==> src/rtl/fetch_pkg.sv <==
// Shared types and constants for the WISC fetch front end.
// Optional macro FETCH_BYPASS_EN is consumed by fetch_stage.
package fetch_pkg;

    localparam logic [15:0] NOP_INSTR   = 16'h0800;
    localparam logic [4:0]  HALT_OPCODE = 5'b00000;
    localparam logic [15:0] PC_INC      = 16'd2;

    typedef enum logic [1:0] {
        IDLE = 2'd0,
        REQ  = 2'd1,
        WAIT = 2'd2,
        HALT = 2'd3
    } fetch_state_t;

    typedef struct packed {
        logic [15:0] instr;
        logic [15:0] pc;
    } ibuf_entry_t;

    function automatic logic is_halt(input logic [15:0] instr);
        return instr[15:11] == HALT_OPCODE;
    endfunction

endpackage

==> src/rtl/fetch_ibuf.sv <==
// Instruction buffer: small FIFO of {instr, pc} pairs.
// Flush empties it in one edge and overrides push/pop.
module fetch_ibuf
    import fetch_pkg::*;
#(
    parameter int DEPTH = 2
) (
    input  logic                     clk,
    input  logic                     rst_n,
    input  logic                     flush_i,
    input  logic                     push_i,
    input  ibuf_entry_t              data_i,
    input  logic                     pop_i,
    output ibuf_entry_t              data_o,
    output logic [$clog2(DEPTH):0]   count_o,
    output logic                     empty_o
);

    localparam int AW = $clog2(DEPTH);
    localparam int CW = AW + 1;

    ibuf_entry_t       mem_q [DEPTH];
    logic [AW-1:0]     wr_q;
    logic [AW-1:0]     rd_q;
    logic [CW-1:0]     cnt_q;

    // Storage, pointers and occupancy; flush wins over push/pop.
    always_ff @(posedge clk or negedge rst_n) begin
        if (!rst_n) begin
            for (int i = 0; i < DEPTH; i++) begin
                mem_q[i] <= '0;
            end
            wr_q  <= '0;
            rd_q  <= '0;
            cnt_q <= '0;
        end else if (flush_i) begin
            wr_q  <= '0;
            rd_q  <= '0;
            cnt_q <= '0;
        end else begin
            if (push_i) begin
                mem_q[wr_q] <= data_i;
                wr_q        <= wr_q + AW'(1);
            end
            if (pop_i) begin
                rd_q <= rd_q + AW'(1);
            end
            cnt_q <= cnt_q + CW'(push_i) - CW'(pop_i);
        end
    end

    assign data_o  = mem_q[rd_q];
    assign count_o = cnt_q;
    assign empty_o = (cnt_q == '0);

endmodule

==> src/rtl/fetch_stage.sv <==
// WISC fetch stage: PC, single-outstanding imem requests, ibuf to decode.
// Define FETCH_BYPASS_EN to forward a response straight to decode when empty.
module fetch_stage
    import fetch_pkg::*;
#(
    parameter logic [15:0] RESET_PC   = 16'h0000,
    parameter int          IBUF_DEPTH = 2
) (
    input  logic        clk,
    input  logic        rst_n,
    output logic        imem_req,
    output logic [15:0] imem_addr,
    input  logic [15:0] imem_rdata,
    input  logic        imem_valid,
    input  logic        redirect,
    input  logic [15:0] redirect_pc,
    output logic        if_valid,
    input  logic        if_ready,
    output logic [15:0] if_instr,
    output logic [15:0] if_pc,
    output logic [15:0] if_pc_plus2,
    output logic        halt_seen,
    output logic        err
);

    localparam int CW = $clog2(IBUF_DEPTH) + 1;

    fetch_state_t state_q, state_d;
    logic [15:0]  pc_q, pc_d;
    logic [15:0]  req_pc_q, req_pc_d;
    logic         out_q, out_d;
    logic         stale_q, stale_d;
    logic         err_q, err_d;

    ibuf_entry_t  head;
    logic [CW-1:0] count;
    logic         empty;
    logic         space;
    logic         issue;
    logic         resp_ok;
    logic         bypass;
    logic         push;
    logic         pop;

    assign space   = (int'(count) + int'(out_q)) < IBUF_DEPTH;
    assign issue   = (state_q == REQ) && !redirect && !out_q && space;
    assign resp_ok = imem_valid && out_q && !stale_q && !redirect;

`ifdef FETCH_BYPASS_EN
    assign bypass = resp_ok && empty;
`else
    assign bypass = 1'b0;
`endif

    assign push = resp_ok && !(bypass && if_ready);
    assign pop  = !empty && if_ready;

    fetch_ibuf #(
        .DEPTH (IBUF_DEPTH)
    ) u_ibuf (
        .clk     (clk),
        .rst_n   (rst_n),
        .flush_i (redirect),
        .push_i  (push),
        .data_i  ({imem_rdata, req_pc_q}),
        .pop_i   (pop),
        .data_o  (head),
        .count_o (count),
        .empty_o (empty)
    );

    // Control state registers.
    always_ff @(posedge clk or negedge rst_n) begin
        if (!rst_n) begin
            state_q  <= IDLE;
            pc_q     <= RESET_PC;
            req_pc_q <= '0;
            out_q    <= 1'b0;
            stale_q  <= 1'b0;
            err_q    <= 1'b0;
        end else begin
            state_q  <= state_d;
            pc_q     <= pc_d;
            req_pc_q <= req_pc_d;
            out_q    <= out_d;
            stale_q  <= stale_d;
            err_q    <= err_d;
        end
    end

    // Next state: redirect overrides everything; stale replies just retire.
    always_comb begin
        state_d  = state_q;
        pc_d     = pc_q;
        req_pc_d = req_pc_q;
        out_d    = out_q;
        stale_d  = stale_q;
        err_d    = err_q;
        if (redirect) begin
            state_d = REQ;
            pc_d    = {redirect_pc[15:1], 1'b0};
            out_d   = out_q && !imem_valid;
            stale_d = out_q && !imem_valid;
            err_d   = err_q | redirect_pc[0];
        end else begin
            if (imem_valid && out_q) begin
                out_d   = 1'b0;
                stale_d = 1'b0;
            end
            unique case (state_q)
                IDLE: state_d = REQ;
                REQ: begin
                    if (issue) begin
                        out_d    = 1'b1;
                        req_pc_d = pc_q;
                        pc_d     = pc_q + PC_INC;
                        state_d  = WAIT;
                    end
                end
                WAIT: begin
                    if (resp_ok) begin
                        state_d = is_halt(imem_rdata) ? HALT : REQ;
                    end
                end
                HALT: state_d = HALT;
            endcase
        end
    end

    // Decode-facing view of the buffer head (or the bypassed word).
    always_comb begin
        if_valid = 1'b0;
        if_instr = NOP_INSTR;
        if_pc    = '0;
        if (!empty) begin
            if_valid = 1'b1;
            if_instr = head.instr;
            if_pc    = head.pc;
        end else if (bypass) begin
            if_valid = 1'b1;
            if_instr = imem_rdata;
            if_pc    = req_pc_q;
        end
    end

    assign if_pc_plus2 = if_pc + PC_INC;
    assign imem_req    = issue;
    assign imem_addr   = pc_q;
    assign halt_seen   = (state_q == HALT);
    assign err         = err_q;

endmodule

==> config.mk <==
export PLATFORM = sky130hd
export DESIGN_NAME = fetch_stage
export DESIGN_NICKNAME = d
export VERILOG_FILES = /design/src/rtl/fetch_pkg.sv /design/src/rtl/fetch_ibuf.sv /design/src/rtl/fetch_stage.sv
export SDC_FILE = /design/constraint.sdc
export NUM_CORES = 1
export LEC_CHECK = 0
export BUFFER_PORTS_ARGS = -buffer_cell sky130_fd_sc_hd__buf_2
export CAP_MARGIN = 20
export CORE_MARGIN = 2
export CORE_UTILIZATION = 29
export DETAILED_ROUTE_END_ITERATION = 10
export GPL_ROUTABILITY_DRIVEN = 0
export PLACE_DENSITY = 0.5
export SETUP_SLACK_MARGIN = 0.1
export SYNTH_ARGS = -nofsm -noshare
export SYNTH_HDL_FRONTEND = slang
export SYNTH_SLANG_ARGS = --single-unit
==> constraint.sdc <==
create_clock -name clk -period 6.05 [get_ports clk]
set_input_delay 1.21 -clock clk [delete_from_list [all_inputs] [get_ports clk]]
set_output_delay 1.21 -clock clk [all_outputs]
set_load 0.05 [all_outputs]
==> results.sh <==
export IMPL_period_minus_slack_ns=4.22
export IMPL_outcome="finished clean"
export IMPL_detailedPlacementHpwl_mm=8.28
export IMPL_min_path_type="reg2reg"
export IMPL_cts_hold_fix_buffers=0
export IMPL_syn_cell_area_um2=4960
export IMPL_critical_path_endpoint_type="primary output"
export IMPL_coreArea_um2=16600
export IMPL_clkTransAtPathRegs_ns=0.07
export IMPL_antenna_found_initial=0
export IMPL_start_kind="register"
export IMPL_final_setup_viol_count=0
export IMPL_synthArstFlopShare_pct=100
export IMPL_drt_pre_antenna_iters=6
export IMPL_relative_area_change_from_synthesis_to_final_layout_pct=19.6
export IMPL_die_width_um=135
export IMPL_worstSkewPairLatency_ns=0.35
export IMPL_max_freq_ghz=0.237
export IMPL_die_h_um=135
export IMPL_cts_max_path_buffers=2
export IMPL_dpl_cell_area_um2=5640
export IMPL_final_nets=590
export IMPL_first_global_vias=3806
export IMPL_drive_above_1_share_pct=35.2
export IMPL_relSlewSlack_pct=55.9
export IMPL_post_cts_buffers=0
export IMPL_initial_core_utilization_pct=29.8
export IMPL_timing_critical_path_buf_inv=1
export IMPL_grt_max_degree=52
export IMPL_htree_levels=3
export IMPL_p_leak_uw=0.00279
export IMPL_stdcell_area_um2=5930
export IMPL_initialDrtViolationCount=197
export IMPL_arrival_ns=3.01
export IMPL_setup_tns_final_ns=0
export IMPL_n_antenna_cell=0
export IMPL_clk_root_buffer_cell="sky130_fd_sc_hd__clkbuf_16"
export IMPL_setup_repair_after_global_routing_missed_its_margin="false"
export IMPL_tritoncts="done"
export IMPL_grt_pass1_wl_mm=19.9
export IMPL_io_buffer_count=101
export IMPL_route_detailed_drc=0
export IMPL_crit_type="reg2out"
export IMPL_filler_cell_count=1677
export IMPL_irDropWorstVdd_mv=0.176
export IMPL_report_final_slew_viol_count=0
export IMPL_worstPathMaxFanout=20
export IMPL_post_cts_resized_instances=0
export IMPL_routed_via_density=4.71
export IMPL_postSynth_topFlopCell="sky130_fd_sc_hd__dfrtp_1"
export IMPL_post_route_period_util_pct=69.7
export IMPL_cap_viol_max_count=0
export IMPL_average_footprint_of_a_synthesized_cell_um2=10.9
export IMPL_cp_slowest_stage_delay_ns=0.78
export IMPL_critPathRequiredTime_ns=4.84
export IMPL_std_cell_rows=47
export IMPL_yosys_warnings=0
export IMPL_postSynthCellCount=455
export IMPL_ys_seq_area_share_pct=51.0
export IMPL_flop_and_latch_count_out_of_synthesis=101
export IMPL_power_density_nw_per_um2=529
export IMPL_detail_route_antenna_nets=0
export IMPL_total_die_area_um2=18200
export IMPL_tritoncts_num_sinks=101
export IMPL_cpMaxStageDelayCell="sky130_fd_sc_hd__dfrtp_2"
export IMPL_route_final_wire_length_mm=11.9
export IMPL_yosys_cell_types_count=42
export IMPL_vias=3645
export IMPL_io_pins=105
export IMPL_critical_path_top_delay_family="simple AND/OR/NAND/NOR gates"
export IMPL_overflow=0
export IMPL_worstPathCellList="mux2_2, and2_1, ha_1, nor4b_1, and3_1, nor3b_2, xor2_1, buf_2"
export IMPL_max_slew_worst_pin_slew_ns=0.661
export IMPL_finalClockSkew_ns=0.00923
export IMPL_final_hold_violation_count=0
export IMPL_synth_edff_count=0
export IMPL_post_drt_wl_per_cell_um=15.3
export IMPL_tritoncts_num_buffers=9
export IMPL_grt_usage_pct=13.7
-- routing by layer --
| layer | vias up | routed length, um | GRT usage [%] |
|---|---|---|---|
| li1 | 1760 | - | - |
| met2 | 102 | 5470 | 21.3 |
| met5 | - | 0 | 0 |
| met4 | 0 | 135 | 3.68 |
| met3 | 10 | 633 | 3.57 |
| met1 | 1773 | 5610 | 19.1 |
-- report_power, final --
part	internal [uW]	leakage, uW	total (uW)	switching (uW)
clock network	295	0.000130	560	265
logic	461	0.00137	1390	932
registers	947	0.00129	1180	238
-- through the flow --
stage	power, uW	hold slack [ns]	worst slack, ns	util [%]	instances
6_report	3140	0.455	1.83	35.6	774
2_1_floorplan	2270	0.458	1.16	-	457
3_3_place_gp	2580	0.435	2.00	33.9	758
5_1_grt	3360	0.487	1.60	35.6	774
3_5_place_dp	2610	0.439	2.00	33.9	758
4_1_cts	3180	0.456	1.77	35.6	774
-- sequential cells by signal, summed over array words and instances, names as in the netlist --
signal and cells:
u_ibuf.mem_q 62, u_ibuf.count_o 2, stale_q 1, imem_addr 15, u_ibuf.rd_q 1, req_pc_q 15, out_q 1, err 1
u_ibuf.wr_q 1, state_q 2
-- logic make-up after synthesis --
family | Yosys count | synth area share [%]
AND/OR/NAND/NOR | 154 | 13.7
flip-flops | 101 | 51.0
multiplexers | 93 | 20.4
AO/OA/AOI/OAI | 45 | 5.93
buffers and inverters | 36 | 4.24
XOR/XNOR | 21 | 3.71
adder cells (fa/ha/maj) | 4 | 1.01
other | 1 | 0.0757
-- Yosys cell counts, types with 8 or more instances --
cell type | instances | area [um2]
sky130_fd_sc_hd__xor2_1 | 8 | 70.1
sky130_fd_sc_hd__nor2_1 | 42 | 158
sky130_fd_sc_hd__buf_4 | 9 | 67.6
sky130_fd_sc_hd__inv_1 | 9 | 33.8
sky130_fd_sc_hd__o21ai_0 | 20 | 100
sky130_fd_sc_hd__clkbuf_1 | 8 | 30.0
sky130_fd_sc_hd__mux2_2 | 63 | 709
sky130_fd_sc_hd__dfrtp_1 | 101 | 2530
sky130_fd_sc_hd__mux2i_1 | 30 | 300
sky130_fd_sc_hd__nand2_1 | 70 | 263
sky130_fd_sc_hd__nand3_1 | 13 | 65.1
sky130_fd_sc_hd__xnor2_1 | 13 | 114
-- path summary, 6_finish.rpt --
| path | start | end | slack (ns) | cells past startpoint |
|---|---|---|---|---|
| max in group asynchronous | rst_n | u_ibuf.rd_q$_DFFE_PN0P_ | 4.00 | 2 |
| hold reg to reg | err$_DFFE_PN0P_ | err$_DFFE_PN0P_ | 0.45 | 1 |
| setup reg to reg | u_ibuf.count_o[1]$_DFF_PN0_ | u_ibuf.count_o[1]$_DFF_PN0_ | 3.90 | 8 |
| min in group asynchronous | rst_n | u_ibuf.mem_q[21]$_DFFE_PN0P_ | 0.89 | 1 |
| hold / removal | err$_DFFE_PN0P_ | err$_DFFE_PN0P_ | 0.45 | 1 |
| setup / recovery | u_ibuf.rd_q$_DFFE_PN0P_ | if_pc_plus2[15] | 1.83 | 8 |
-- area by class of cell --
cell class	count	area (um2)	share of cell area (%)
Multi-Input combinational cell	320	2230	37.7
Clock inverter	5	42.5	0.718
Clock buffer	11	243	4.10
Timing Repair Buffer	107	553	9.33
Inverter	10	50.0	0.844
Sequential cell	101	2530	42.7
Tap cell	220	275	4.64
-- placed cells by master, fill, tap and decap left out, drive strengths merged, types with 4 or more instances in the layout --
cell type	Yosys	final
a21oi	5	5
buf	18	107
clkbuf	8	11
dfrtp	101	101
ha	4	4
inv	9	11
mux2	63	63
mux2i	30	30
nand2	70	70
nand3	13	13
nand4	4	4
nor2	44	44
nor3	6	6
o21ai	20	20
o311ai	5	5
xnor2	13	13
xor2	8	8
No activity file was read; power rests on OpenSTA's default activity.
